===== src/rtl/uart_byte_rx.sv =====
// 8N1 UART byte receiver: 2-flop synchronizer, mid-bit sampling with a latched
// clocks-per-bit value, one-cycle write / frame-error strobes.
module uart_byte_rx #(
    parameter int unsigned MIN_BAUD_CLKS = 16
) (
    input  logic        i_clk,
    input  logic        n_btn_rst,
    input  logic [30:0] i_setup,
    input  logic        i_uart_rx,
    output logic        o_wr,
    output logic [7:0]  o_data,
    output logic        o_frame_err,
    output logic        o_busy
);

    typedef enum logic [2:0] {
        IDLE,
        START,
        DATA,
        STOP,
        BREAK
    } state_t;

    localparam logic [23:0] MIN_N = 24'(MIN_BAUD_CLKS);

    state_t      r_state;
    state_t      w_state_nxt;
    logic        r_sync1;
    logic        r_rx_s;
    logic        r_rx_prev;
    logic [23:0] r_cnt;
    logic [23:0] r_n;
    logic [2:0]  r_bit;
    logic [7:0]  r_shift;

    logic [23:0] w_n_eff;
    logic        w_fall;
    logic        w_tick;
    logic        w_load_start;
    logic        w_reload;
    logic        w_shift;
    logic        w_done_ok;
    logic        w_done_err;
    logic        w_unused_setup;

    assign w_unused_setup = ^i_setup[30:24];
    assign w_n_eff        = (i_setup[23:0] < MIN_N) ? MIN_N : i_setup[23:0];
    assign w_fall         = r_rx_prev & ~r_rx_s;
    assign w_tick         = (r_cnt == '0);
    assign o_busy         = (r_state != IDLE);

    always_ff @(posedge i_clk or negedge n_btn_rst) begin
        if (!n_btn_rst) begin
            r_sync1   <= 1'b1;
            r_rx_s    <= 1'b1;
            r_rx_prev <= 1'b1;
        end else begin
            r_sync1   <= i_uart_rx;
            r_rx_s    <= r_sync1;
            r_rx_prev <= r_rx_s;
        end
    end

    always_ff @(posedge i_clk or negedge n_btn_rst) begin
        if (!n_btn_rst) begin
            r_state <= IDLE;
        end else begin
            r_state <= w_state_nxt;
        end
    end

    always_comb begin
        w_state_nxt  = r_state;
        w_load_start = 1'b0;
        w_reload     = 1'b0;
        w_shift      = 1'b0;
        w_done_ok    = 1'b0;
        w_done_err   = 1'b0;
        unique case (r_state)
            IDLE: begin
                // prev flop must have seen high, so a line held low after BREAK cannot retrigger
                if (w_fall) begin
                    w_state_nxt  = START;
                    w_load_start = 1'b1;
                end
            end
            START: begin
                if (w_tick) begin
                    if (r_rx_s) begin
                        w_state_nxt = IDLE;
                    end else begin
                        w_state_nxt = DATA;
                        w_reload    = 1'b1;
                    end
                end
            end
            DATA: begin
                if (w_tick) begin
                    w_shift  = 1'b1;
                    w_reload = 1'b1;
                    if (r_bit == 3'd7) begin
                        w_state_nxt = STOP;
                    end
                end
            end
            STOP: begin
                if (w_tick) begin
                    if (r_rx_s) begin
                        w_done_ok   = 1'b1;
                        w_state_nxt = IDLE;
                    end else begin
                        w_done_err  = 1'b1;
                        w_state_nxt = BREAK;
                    end
                end
            end
            BREAK: begin
                if (r_rx_s) begin
                    w_state_nxt = IDLE;
                end
            end
            default: begin
                w_state_nxt = IDLE;
            end
        endcase
    end

    // First sample lands floor(N/2) cycles after the edge, then every N cycles.
    always_ff @(posedge i_clk or negedge n_btn_rst) begin
        if (!n_btn_rst) begin
            r_cnt   <= '0;
            r_n     <= MIN_N;
            r_bit   <= '0;
            r_shift <= '0;
        end else begin
            if (w_load_start) begin
                r_n   <= w_n_eff;
                r_cnt <= (w_n_eff >> 1) - 24'd1;
                r_bit <= '0;
            end else if (w_reload) begin
                r_cnt <= r_n - 24'd1;
            end else if (r_state != IDLE && r_state != BREAK && !w_tick) begin
                r_cnt <= r_cnt - 24'd1;
            end
            if (w_shift) begin
                r_shift <= {r_rx_s, r_shift[7:1]};
                r_bit   <= r_bit + 3'd1;
            end
        end
    end

    always_ff @(posedge i_clk or negedge n_btn_rst) begin
        if (!n_btn_rst) begin
            o_wr        <= 1'b0;
            o_frame_err <= 1'b0;
            o_data      <= '0;
        end else begin
            o_wr        <= w_done_ok;
            o_frame_err <= w_done_err;
            if (w_done_ok) begin
                o_data <= r_shift;
            end
        end
    end

endmodule


===== config.mk =====
export PLATFORM = sky130hd
export DESIGN_NAME = uart_byte_rx
export DESIGN_NICKNAME = d
export VERILOG_FILES = /design/src/rtl/uart_byte_rx.sv
export SDC_FILE = /design/constraint.sdc
export NUM_CORES = 1
export LEC_CHECK = 0
export ABC_AREA = 1
export CAP_MARGIN = 15
export CORE_MARGIN = 2
export CORE_UTILIZATION = 35
export CTS_CLUSTER_SIZE = 28
export DETAILED_ROUTE_END_ITERATION = 8
export RECOVER_POWER = 50
export REMOVE_ABC_BUFFERS = 1
export SETUP_SLACK_MARGIN = 0.05
export SLEW_MARGIN = 20
export SYNTH_ARGS = -nofsm -noshare
export SYNTH_HDL_FRONTEND = slang
export SYNTH_SLANG_ARGS = --single-unit

===== constraint.sdc =====
create_clock -name i_clk -period 3.08 [get_ports i_clk]
set_input_delay 0.616 -clock i_clk [delete_from_list [all_inputs] [get_ports i_clk]]
set_output_delay 0.616 -clock i_clk [all_outputs]
set_load 0.03 [all_outputs]

## Word-level counts from Yosys, hierarchy flattened

Cells that the tools add are included.

- Input port bits: 34
- Register bits: 75

- Equality and inequality tests: 12
- Multiplexer cells: 26
- Add/subtract/negate cells: 4
- Order comparisons: 1
- Bitwise operators: 2
- Reductions and logical operators: 9

Operators by type and width:

| operator | count |
|---|---|
| 24-bit two-way mux | 4 |
| 24-bit by 1-bit subtractor with 24-bit output, second input constant | 2 |
| 3-bit two-way mux | 9 |
| 24-bit zero test | 1 |
| 24-bit by 5-bit less-than comparator with 1-bit output, second input constant | 1 |
| 23-bit by 1-bit subtractor with 24-bit output, second input constant | 1 |
| 3-bit case mux with 5 select lines | 1 |
| 2-bit != test, second input constant | 6 |
| 1-bit two-way mux | 10 |
| 3-bit by 2-bit equality test with 1-bit output, second input constant | 2 |
| 3-bit equality test, second input constant | 2 |
| 6-bit AND reduction | 1 |
| 3-bit nonzero test | 2 |
| 3-bit by 1-bit adder with 3-bit output, second input constant | 1 |
| 3-bit by 1-bit equality test with 1-bit output, second input constant | 1 |
| 3-bit zero test | 1 |
| 3-bit != test, second input constant | 1 |
| 1-bit logical AND | 2 |
| 2-bit two-way mux | 1 |
| 1-bit case mux with 2 select lines | 1 |
| 2-bit nonzero test | 1 |
| 1-bit AND | 1 |
| 1-bit zero test | 1 |
| 1-bit NOT | 1 |

## Logic depth before layout (Yosys ltp)

- Word-level depth: 6
- Mapped depth: 18

## Least setup slack after synthesis

No wires, ideal clock.

- Path type: input-to-reg
- From: input i_setup[12]
- To: register r_cnt[18]
- Required time: 2963 ps
- Slack: 792 ps
- Path buffers: 0
- Stages on the path: 13
- Arrival: 2171 ps
- Cell sequence: inv_1 -> nand4_1 -> nor2_1 -> nand3b_1 -> nand2_1 -> nor2_1 -> a21oi_2 -> ha_1 -> nand3_1 -> nor2_2 -> nand4_1 -> nand3_1 -> nand2_1

- Longest elaborated chain between the ends: 4

RTL lines:

| what | RTL line | source |
|---|---|---|
| start: declaration | 8 | `input logic [30:0] i_setup,` |
| 24-bit by 5-bit less-than comparator with 1-bit output | 47 | `assign w_n_eff = (i_setup[23:0] < MIN_N) ? MIN_N : i_setup[23:0];` |
| 24-bit two-way mux (*) | 47 |  |
| 23-bit by 1-bit subtractor with 24-bit output (*) | 138 | `r_cnt <= (w_n_eff >> 1) - 24'd1;` |
| 24-bit two-way mux (*) | 136 | `if (w_load_start) begin` |
| end signal: assignment | 138 |  |
| end signal: assignment | 141 | `r_cnt <= r_n - 24'd1;` |
| end signal: assignment | 143 | `r_cnt <= r_cnt - 24'd1;` |
| end: declaration | 31 | `logic [23:0] r_cnt;` |

Mark *: on every way between the ends. The rest lies on a longest branch, timed or not.
A chain may end at the register's enable or synchronous reset.

## Final worst setup path

- From: input i_setup[16]
- To: register r_cnt[12]

- Longest elaborated chain between the ends: 4

RTL lines:

| what | RTL line |
|---|---|
| 24-bit by 5-bit less-than comparator with 1-bit output | 47 |
| 24-bit two-way mux | 47 |
| 23-bit by 1-bit subtractor with 24-bit output | 138 |
| 24-bit two-way mux | 136 |

No other way between the ends.

==> metrics.md <==
| Metric | Value |
|---|---|
| Status | `complete, but fails checks` |
| Failing checks | `max-capacitance violations, max-slew violations` |
| Depth of the CTS H-tree | `3` |
| CP required | `~3.3 ns` |
| Cts bufs inserted | `9` |
| Post-CTS Resized | `0` |
| Initial DRC count | `208` |
| Die Area | `between 10000 and 15000 sq um` |
| Leak | `roughly 2.7 nW` |
| Vias in the first global route | `approximately 3600` |
| Seq/Total Area, Yosys | `0.431` |
| Async S/R FF share, synth | `1.00` |
| Combinational fraction of design power | `0.422` |
| Hold_buf cts | `0` |
| Root buf cell | `clkbuf_16` |
| Initial Util | `0.360` |
| Final hold violations | `0` |
| Synth-to-layout area growth | `23.4%` |
| Non-filler cells, final | `850` |
| Slew headroom | `-0.230` |
| First-pass GRT wire length | `16800 um` |
| Final global-route overflow total | `0` |
| FP Rows | `40` |
| Maximum net fanout on the critical path | `5` |
| Synth Cell Area | `~4400 sq um` |
| Hold Crit Depth | `0` |
| EDFF count, synth | `0` |
| Routed WL | `about 9700 um` |
| Hold EP | `r_rx_s$_DFF_PN1_` |
| WP data arrival | `around 3 ns` |
| Pre-CTS worst setup slack | `-0.0317 ns` |
| Layout cells sized above 1 | `0.125` |
| Peak VDD IR | `0.455 mV` |
| Min Tclk post-route | `around 2.7 ns` |
| Reg power frac | `0.310` |
| Main synth FF type | `dfrtp_1` |
| Yosys reg bits | `75` |
| GPL Wtd Cong | `0.858` |
| Reg2reg end | `r_cnt[12]$_DFFE_PN0P_` |
| Die H | `116 um` |
| Setup Skew | `0.0121 ns` |
| RSZ-0062 raised after global routing | `false` |
| Endpoints failing setup | `0` |
| Clock Tree Buf Depth | `2` |
| Critical Path Start Type | `primary input` |
| Syn avg cell area | `approximately 7.1 sq um` |
| ANT cells | `0` |
| WS Path Type | `in2reg` |
| Latest clock arrival within the worst-skew pair | `between 0.3 and 0.4 ns` |
| Yosys warnings | `0` |
| DRT Pass-1 Iters | `4` |
| Antenna Violating Nets Remaining | `0` |
| Tcrit/Tclk final | `0.877` |
| PortBufs | `37` |
| Power Density | `between 800 and 900 nW/um^2` |
| Antenna violations before repair | `0` |
| DR WL/cell | `approximately 11 um` |
| Tightest Hold Check Type | `reg2reg` |
| Crit. End Element | `flop` |
| Sw Pwr | `1.85 mW` |
| All-Layer GR Usage | `0.161` |
| Post-CTS Setup Bufs | `0` |
| Vias per Instance | `~4.6` |
| CTS tree | `done` |
| Fraction of power spent switching nets | `0.400` |
| Largest net degree at the start of global routing | `76` |
| Count of cell types in the netlist | `39` |
| Dpl hpwl | `between 7000 and 8000 um` |
| Max Slew Vio Count | `76` |
| Flop2flop setup slack | `approximately 0.43 ns` |
| Remaining DRCs | `0` |
| Setup WS post-layout | `roughly 0.38 ns` |
| Upper clock frequency limit | `between 300 and 400 MHz` |
| Clock transition at path regs | `0.06 ns` |
| TritonCTS Sinks | `between 70 and 80` |
| Die W | `about 120 um` |
| Power Total | `4.62 mW` |
| Core Box Area | `12100 sq um` |
| Clock Power Share | `0.268` |
| Layout Nets | `around 700` |
| Hold Startpoint | `r_sync1$_DFF_PN1_` |
| Post-Synthesis Cells | `just over 600` |
| Worst Tran Pin Value | `1.84 ns` |
| Placed cells | `~830` |
| Max-Cap Viols | `1` |
| R2R cell count | `14` |
| Post-layout util | `0.445` |
| Vias | `~3900` |
| Num ports | `45` |
| Worst R2R Start | `r_cnt[17]$_DFFE_PN0P_` |
| Internal cell power | `between 2 and 3 mW` |
-- stage by stage --
step,setup TNS [ns],instance area [sq um],hold WS (ns)
final,0,5390,0.360
after global routing,0,5390,0.366
after CTS,0,5390,0.356
after detailed placement,-0.0569,5040,0.347
after global placement,-0.0118,5040,0.348
after floorplan,0,4290,0.320
-- final cells by class --
cell class | count | area, sq um
clock inverter | 7 | 121
tap | 168 | 210
multi-input combinational | 432 | 2030
clock buffer | 9 | 225
inverter | 98 | 368
fill | 1285 | 6730
sequential | 75 | 1880
timing repair buffer | 61 | 546
-- cells in the final DEF, fill, tap and decap left out, types with 2 or more instances in the layout --
cell             synthesis  routed
dfstp_2                  4       3
nand2_1                212     212
o21bai_1                 2       2
dfrtp_1                 71      71
nand2_2                 13      13
a31oi_1                  2       2
clkdlybuf4s50_1          0      35
nor2_4                   8       8
a21oi_4                  2       2
a22oi_1                  2       2
xor2_1                   2       2
o21ai_1                  9       9
a22o_1                   2       2
nor2_2                   9       8
inv_1                   94      94
inv_2                    4       4
ha_1                     3       3
bufinv_16                0       3
buf_4                    1      24
inv_6                    0       2
clkbuf_16                0       9
nand4_1                 11      11
o21ai_0                 31      31
a21oi_1                  4       4
nand3b_1                 2       2
nand3_1                 38      38
nor2_1                  68      69
-- flip-flops by register name, summed over array words and instances (netlist names) --
name,count
o_data,8
o_frame_err,1
o_wr,1
r_bit,3
r_cnt,24
r_n,24
r_rx_prev,1
r_rx_s,1
r_shift,8
r_state,3
r_sync1,1
-- layer usage --
| layer | up-vias | wire length, um | part of all wire | track usage |
|---|---|---|---|---|
| met4 | 0 | 155 | 0.016 | 0.0548 |
| met5 | - | 0 | 0 | 0 |
| met2 | 63 | 4550 | 0.47 | 0.264 |
| met1 | 1766 | 4610 | 0.48 | 0.204 |
| met3 | 13 | 366 | 0.038 | 0.0465 |
| li1 | 2029 | - | - | - |
-- how the worst max path moves through the flow --
| stage | startpoint | endpoint | slack [ns] | depth (start not counted) |
|---|---|---|---|---|
| after floorplan | r_rx_prev$_DFF_PN1_ | r_cnt[4]$_DFFE_PN0P_ | 0.12 | 9 |
| after global placement | i_setup[16] | r_cnt[16]$_DFFE_PN0P_ | -0.01 | 14 |
| after detailed placement | i_setup[16] | r_cnt[16]$_DFFE_PN0P_ | -0.03 | 14 |
| after CTS | i_setup[16] | r_cnt[16]$_DFFE_PN0P_ | 0.33 | 14 |
| after global routing | r_cnt[17]$_DFFE_PN0P_ | r_cnt[15]$_DFFE_PN0P_ | 0.09 | 15 |
| final | i_setup[16] | r_cnt[12]$_DFFE_PN0P_ | 0.38 | 15 |
-- kinds of logic after synthesis --
group	after synthesis	synth area share
simple gates	368	0.374
buf+inv	111	0.102
flops	75	0.431
compound gates	59	0.0803
fa+ha+maj	3	0.00860
xor+xnor	2	0.00401
-- critical path, stage by stage --
cell and delay, ns:
clkdlybuf4s50_1 0.40, inv_1 0.07, nand4_1 0.11, nor2_1 0.27, nand3b_1 0.18, nand2_1 0.15
nor2_1 0.08, a21oi_4 0.12, ha_1 0.20, nand3_1 0.17, nor2_2 0.28, nand2_1 0.08
nand2_1 0.06, nand3_1 0.08, o21ai_1 0.11
-- cells in the mapped netlist (6+ instances only) --
| master | number | share of area |
|---|---|---|
| nand2_1 | 212 | 0.18 |
| inv_1 | 94 | 0.081 |
| dfrtp_1 | 71 | 0.41 |
| nor2_1 | 68 | 0.058 |
| nand3_1 | 38 | 0.044 |
| o21ai_0 | 31 | 0.036 |
| nand2_2 | 13 | 0.019 |
| nand4_1 | 11 | 0.016 |
| nor2_2 | 9 | 0.013 |
| o21ai_1 | 9 | 0.010 |
| nor2_4 | 8 | 0.021 |
| buf_2 | 6 | 0.0069 |
-- power by group through the flow --
stage                     clock network, mW  logic, mW  registers (mW)
after floorplan                           0       1.47            1.41
after global placement                    0       1.92            1.44
after detailed placement                  0       1.95            1.45
after CTS                              1.27       1.97            1.43
after global routing                   1.31       2.25            1.46
final                                  1.24       1.95            1.43
No activity file was read; power rests on OpenSTA's default activity.
